===== src/rtl/itch_pkg.sv =====
// Shared constants and types for the ITCH message front end and decoder bank.
package itch_pkg;

    localparam int MAX_BYTES = 64;

    localparam logic [7:0] TYPE_ADD     = 8'h41;  // 'A'
    localparam logic [7:0] TYPE_EXECUTE = 8'h45;  // 'E'
    localparam logic [7:0] TYPE_CANCEL  = 8'h58;  // 'X'
    localparam logic [7:0] TYPE_DELETE  = 8'h44;  // 'D'
    localparam logic [7:0] TYPE_REPLACE = 8'h55;  // 'U'

    localparam int DISP_ADD     = 0;
    localparam int DISP_EXECUTE = 1;
    localparam int DISP_CANCEL  = 2;
    localparam int DISP_DELETE  = 3;
    localparam int DISP_REPLACE = 4;
    localparam int DISP_W       = 5;

    typedef enum logic [2:0] {
        LEN_HI,
        LEN_LO,
        BODY,
        SKIP,
        DISPATCH
    } state_t;

endpackage


===== src/rtl/itch_type_decode.sv =====
// Maps an ITCH message-type byte to a one-hot decoder select plus a known flag.
module itch_type_decode
    import itch_pkg::*;
(
    input  logic [7:0]        type_byte,
    output logic [DISP_W-1:0] onehot,
    output logic              known
);

    always_comb begin
        // NOTE: every output gets a default before the case so no latch is inferred.
        onehot = '0;
        case (type_byte)
            TYPE_ADD:     onehot[DISP_ADD]     = 1'b1;
            TYPE_EXECUTE: onehot[DISP_EXECUTE] = 1'b1;
            TYPE_CANCEL:  onehot[DISP_CANCEL]  = 1'b1;
            TYPE_DELETE:  onehot[DISP_DELETE]  = 1'b1;
            TYPE_REPLACE: onehot[DISP_REPLACE] = 1'b1;
            default:      ;
        endcase
        known = |onehot;
    end

endmodule


===== src/rtl/itch_msg_dispatcher.sv =====
// Length-prefixed ITCH stream framer: assembles each message left-aligned and
// strobes the decoder chosen by its type byte; bad frames are skipped and counted.
module itch_msg_dispatcher #(
    parameter int MAX_BYTES = itch_pkg::MAX_BYTES,
    parameter int CNT_W     = 16
) (
    input  logic                        clk,
    input  logic                        rst,
    input  logic [7:0]                  in_data,
    input  logic                        in_valid,
    output logic                        in_ready,
    output logic [8*MAX_BYTES-1:0]      payload,
    output logic [itch_pkg::DISP_W-1:0] dispatch,
    output logic [15:0]                 msg_len,
    output logic [CNT_W-1:0]            msg_count,
    output logic [CNT_W-1:0]            drop_count,
    output logic [CNT_W-1:0]            unknown_count
);
    import itch_pkg::*;

    localparam int          PW      = 8 * MAX_BYTES;
    localparam logic [15:0] MAX_LEN = 16'(MAX_BYTES);

    state_t            state;
    logic [15:0]       len_q;
    logic [15:0]       idx;       // body byte index in BODY, bytes left in SKIP
    logic [PW-1:0]     buffer;
    logic [PW-1:0]     buf_next;
    logic [15:0]       len_full;
    logic              accept;
    logic [DISP_W-1:0] type_onehot;
    logic              type_known;

    assign accept   = in_valid && in_ready;
    assign len_full = {len_q[15:8], in_data};

    // The buffer is zeroed at frame start, so OR-ing the shifted byte places it.
    assign buf_next = buffer | ({in_data, {(PW-8){1'b0}}} >> {idx, 3'b000});

    // Decode from buf_next so a 1-byte message sees its own type byte.
    itch_type_decode u_type_decode (
        .type_byte (buf_next[PW-1 -: 8]),
        .onehot    (type_onehot),
        .known     (type_known)
    );

    // NOTE: the assembly buffer has no reset; it is cleared at the start of every frame.
    always_ff @(posedge clk) begin
        if (state == LEN_LO && accept) begin
            buffer <= '0;
        end else if (state == BODY && accept) begin
            buffer <= buf_next;
        end
    end

    always_ff @(posedge clk) begin
        if (rst) begin
            state         <= LEN_HI;
            in_ready      <= 1'b1;
            len_q         <= '0;
            idx           <= '0;
            payload       <= '0;
            msg_len       <= '0;
            dispatch      <= '0;
            msg_count     <= '0;
            drop_count    <= '0;
            unknown_count <= '0;
        end else begin
            dispatch <= '0;
            case (state)
                LEN_HI: begin
                    if (accept) begin
                        len_q[15:8] <= in_data;
                        state       <= LEN_LO;
                    end
                end
                LEN_LO: begin
                    if (accept) begin
                        len_q <= len_full;
                        if (len_full == 16'd0) begin
                            drop_count <= drop_count + 1'b1;
                            state      <= LEN_HI;
                        end else if (len_full > MAX_LEN) begin
                            drop_count <= drop_count + 1'b1;
                            idx        <= len_full;
                            state      <= SKIP;
                        end else begin
                            idx   <= '0;
                            state <= BODY;
                        end
                    end
                end
                BODY: begin
                    if (accept) begin
                        idx <= idx + 16'd1;
                        if (idx == len_q - 16'd1) begin
                            // Outputs register here so they are visible in the DISPATCH cycle.
                            payload  <= buf_next;
                            msg_len  <= len_q;
                            dispatch <= type_onehot;
                            if (type_known) msg_count     <= msg_count + 1'b1;
                            else            unknown_count <= unknown_count + 1'b1;
                            in_ready <= 1'b0;
                            state    <= DISPATCH;
                        end
                    end
                end
                SKIP: begin
                    if (accept) begin
                        idx <= idx - 16'd1;
                        if (idx == 16'd1) state <= LEN_HI;
                    end
                end
                DISPATCH: begin
                    in_ready <= 1'b1;
                    state    <= LEN_HI;
                end
                default: begin
                    in_ready <= 1'b1;
                    state    <= LEN_HI;
                end
            endcase
        end
    end

endmodule


===== config.mk =====
export PLATFORM = sky130hd
export DESIGN_NAME = itch_msg_dispatcher
export DESIGN_NICKNAME = d
export VERILOG_FILES = /design/src/rtl/itch_pkg.sv /design/src/rtl/itch_type_decode.sv /design/src/rtl/itch_msg_dispatcher.sv
export SDC_FILE = /design/constraint.sdc
export NUM_CORES = 2
export LEC_CHECK = 0
export CAP_MARGIN = 40
export CELL_PAD_IN_SITES_DETAIL_PLACEMENT = 2
export CELL_PAD_IN_SITES_GLOBAL_PLACEMENT = 2
export CORE_ASPECT_RATIO = 1.25
export CORE_MARGIN = 8
export CORE_UTILIZATION = 33
export DETAILED_ROUTE_END_ITERATION = 16
export PLACE_DENSITY_LB_ADDON = 0.15
export SYNTH_ARGS = -nofsm -noshare
export SYNTH_HDL_FRONTEND = slang
export SYNTH_HIERARCHICAL = 1
export SYNTH_SLANG_ARGS = --single-unit

===== constraint.sdc =====
create_clock -name clk -period 5.25 [get_ports clk]
set_input_delay 1.05 -clock clk [delete_from_list [all_inputs] [get_ports clk]]
set_output_delay 1.05 -clock clk [all_outputs]
set_load 0.02 [all_outputs]

==> summary.txt <==
Route
  – DRC: 0
  – DRT Pass-1 Iters: 7
  – Iter 0 DRT Violations: 2,482
  – Wire length per cell: 27.5 um
  – Vias per cell: 5.85
  – Post-DRT Antenna Nets: 0
  – Routed wire length: 199,000 um
  – Vias: 42.2k

STA
  – # setup viols final: 0
  – Final setup TNS: 0 ns
  – Crit path time final: 4.57 ns
  – Fin crit share: 0.871
  – Skew final: 0.0294 ns
  – RSZ-0062 raised after global routing: false
  – Final slew viol count: 0
  – Peak Freq: 219 MHz
  – Worst Max-Slew Pin Slew: 1.10 ns
  – Slew margin rel.: 0.263
  – Final Hold Violating Endpoints: 0

Placement
  – Hpwl dp: 127,000 um
  – Port buffer count: 592
  – Final Wtd Congestion: 0.882
  – # placed instances: 7,001

Power and ir drop
  – Pint: 14.4 mW
  – VDD IR max: 251 uV
  – Switching power: 5.83 mW
  – Switching part of the total: 0.288
  – Logic gate share of total power: 0.132
  – Flop pwr share: 0.431
  – Clock power frac: 0.437
  – Leakage: 19.6 nW
  – Pwr/cell area: 361 mW/mm^2
  – Final Power: 20.2 mW

Global routing
  – First-pass GRT wire length: 295,000 um
  – Total global routing overflow: 0
  – Pin count of the biggest net entering global routing: 175
  – Initial antenna violation count: 1
  – Vias in the first global route: 44.7k
  – GRT Total Usage: 0.259

Floorplan
  – Core ar.: 0.134 sq mm
  – Die W: 344 um
  – Full die area: 0.147 sq mm
  – Initial core utilization: 0.332
  – IO Pins: 593
  – Cell Rows: 150
  – Die Y: 426 um

Synthesis
  – Ys Warns: 6
  – Syn Area/Cell: 8.77 sq um
  – Share of Yosys cell area claimed by the top area cell type: 0.509
  – Adder-cell share of the synthesized area: 0.00197
  – Synth Area in Compound Gates: 0.247
  – Main synth FF type: dfxtp_1
  – Synthesized Nets: 5,076
  – Cell accounting for the most synthesized area: dfxtp_1
  – Register area share after synthesis: 0.509
  – Flops & latches, synth: 1,129
  – Synth Area in XOR/XNOR: 0.00553
  – Simple-gate share of the synthesized area: 0.167
  – Synthesized area: 0.0444 sq mm
  – Top cells by area, synth: dfxtp_1, a21oi_1, nor4_1
  – Post-synthesis mux area share: 0.00499
  – Netlist cell types: 69
  – Fraction of registers with async set/reset: 0
  – Number of synthesized flops with an enable pin: 0
  – Post-synthesis cell count: 5,058
  – Largest family of logic cells by synthesized area: compound AO/OA/AOI/OAI gates

Critical path
  – Worst Setup End Kind: register
  – Critical path required time: 5.87 ns
  – Crit path max fanout: 10
  – Critical path type: register to register
  – WP data arrival: 5.19 ns
  – CP startpoint kind: register

Clocking
  – Post-cts sizing count: 0
  – Postcts setup bufs: 0
  – Clock sinks: 1,129
  – Worst-Skew Late Latency: 0.75 ns
  – Maximum root-to-sink buffer count: 3
  – Hold buffer count at cts: 0
  – H-tree levels: 3
  – CTS tree: done
  – CTS root buf: clkbuf_16
  – Clock transition at path regs: 0.06 ns
  – CTS buffer count: 119

Hold path
  – Worst hold path type: register to register

Final layout
  – Post-route non-filler standard cell count: 7,219
  – Area growth from synthesis to layout: 26.2%
  – Filler Cell Count: 14.4k
  – Layout cells sized above 1: 0.116
  – Nets@finish: 5,392
  – Utilization after layout: 0.419

Flow run
  – Max-Cap Viols: 0

Outcome
  – Status: completed
==> layout by cell type, fill, tap and decap left out, types with 10 or more instances in the layout <==
cell	netlist	layout
buf_4	21	139
clkbuf_1	446	34
clkbuf_16	0	121
a31oi_1	10	10
inv_1	47	46
buf_12	0	33
a21oi_1	1100	1100
nor4_1	510	508
and3_1	19	19
and2_1	20	17
clkbuf_8	0	23
clkinv_2	0	21
o211ai_1	21	21
nor2b_1	16	16
nand4_1	35	35
o21ai_0	54	54
nor2_2	0	10
xnor2_1	19	19
nor3_1	40	31
dfxtp_1	1129	1129
nand2_1	78	78
nor3_2	1	10
o31ai_1	25	25
a31o_1	304	304
mux2i_1	12	12
a31o_2	205	205
nor2_1	659	642
bufinv_16	0	12
nand3_1	48	48
or3_1	14	13
clkdlybuf4s50_1	0	591
==> final timing paths <==
| path | slack (ns) | cells past startpoint | end | from |
|---|---|---|---|---|
| setup / recovery | 0.68 | 14 | msg_count[7] | idx[9] |
| hold / removal | 0.47 | 2 | buffer[108] | buffer[108] |
| setup reg to reg | 0.68 | 14 | msg_count[7] | idx[9] |
| hold reg to reg | 0.47 | 2 | buffer[108] | buffer[108] |
==> synthesized netlist by cell type (9+ instances only) <==
cell and count:
dfxtp_1 1129, a21oi_1 1100, nor2_1 659, nor4_1 510, clkbuf_1 446, a31o_1 304
a31o_2 205, nand2_1 78, buf_2 54, o21ai_0 54, nand3_1 48, inv_1 47
buf_6 44, nor3_1 40, nand4_1 35, o31ai_1 25, buf_4 21, o211ai_1 21
and2_1 20, and3_1 19, xnor2_1 19, buf_1 18, nor2b_1 16, or3_1 14
mux2i_1 12, a31oi_1 10, mux2_2 9, xor2_1 9
==> through the flow <==
step           area, sq um  setup slack, ns  hold WS (ns)
6_report             56000            0.675         0.470
5_1_grt              56000            0.474         0.488
4_1_cts              56000            0.694         0.471
3_5_place_dp         52000            0.642         0.455
3_3_place_gp         51600            0.714         0.447
2_1_floorplan        44400            0.800         0.438
==> registers in the layout, indices dropped and copies added, names as in the netlist <==
name,count
in_ready,1
unknown_count,16
buffer,512
drop_count,16
idx,16
state,3
dispatch,5
msg_len,16
payload,512
len_q,16
msg_count,16
==> power by group through the flow <==
stage | logic, mW | registers (mW) | clock network, mW
floorplan | 1.43 | 8.86 | 0
global route | 2.83 | 8.71 | 9.38
detailed placement | 2.66 | 8.90 | 0
CTS | 2.68 | 8.71 | 9.05
global placement | 2.53 | 8.91 | 0
finish | 2.68 | 8.71 | 8.84
==> worst max-delay path, cell delays in order (launching register included) <==
cell	delay (ns)
dfxtp_1	0.41
or4_1	0.63
nor4_2	0.48
and2_1	0.35
a21oi_1	0.13
inv_1	0.21
nand2b_1	0.11
or3b_2	0.49
a31oi_1	0.16
buf_4	0.24
and3_1	0.23
and3_1	0.28
nand3_1	0.10
nor4_1	0.25
mux2_2	0.37
==> metal layers <==
metal / routed length [um] / global-route usage / part of all wire / up-vias
met5: 0 / 0 / 0 / -
met4: 7590 / 0.101 / 0.038 / 0
met3: 9630 / 0.0392 / 0.049 / 277
met2: 94400 / 0.436 / 0.48 / 1058
met1: 87000 / 0.333 / 0.44 / 21700
li1: - / - / - / 19200
==> cells by family after synthesis <==
family	after synthesis
fa+ha+maj	7
simple gates	1486
buf+inv	632
flops	1129
xor+xnor	28
compound gates	1755
mux	21
==> cell type report <==
class / instances / area [sq um] / area share
antenna: 1 / 2.50 / 0.0000447
clock buffer: 178 / 3470 / 0.0620
clock inverter: 39 / 554 / 0.00990
inverter: 48 / 188 / 0.00335
multi-input combinational: 3297 / 19100 / 0.341
sequential: 1129 / 22600 / 0.404
tap: 1748 / 2190 / 0.0391
timing repair buffer: 779 / 7910 / 0.141
Power figures use the tool's default switching activity.
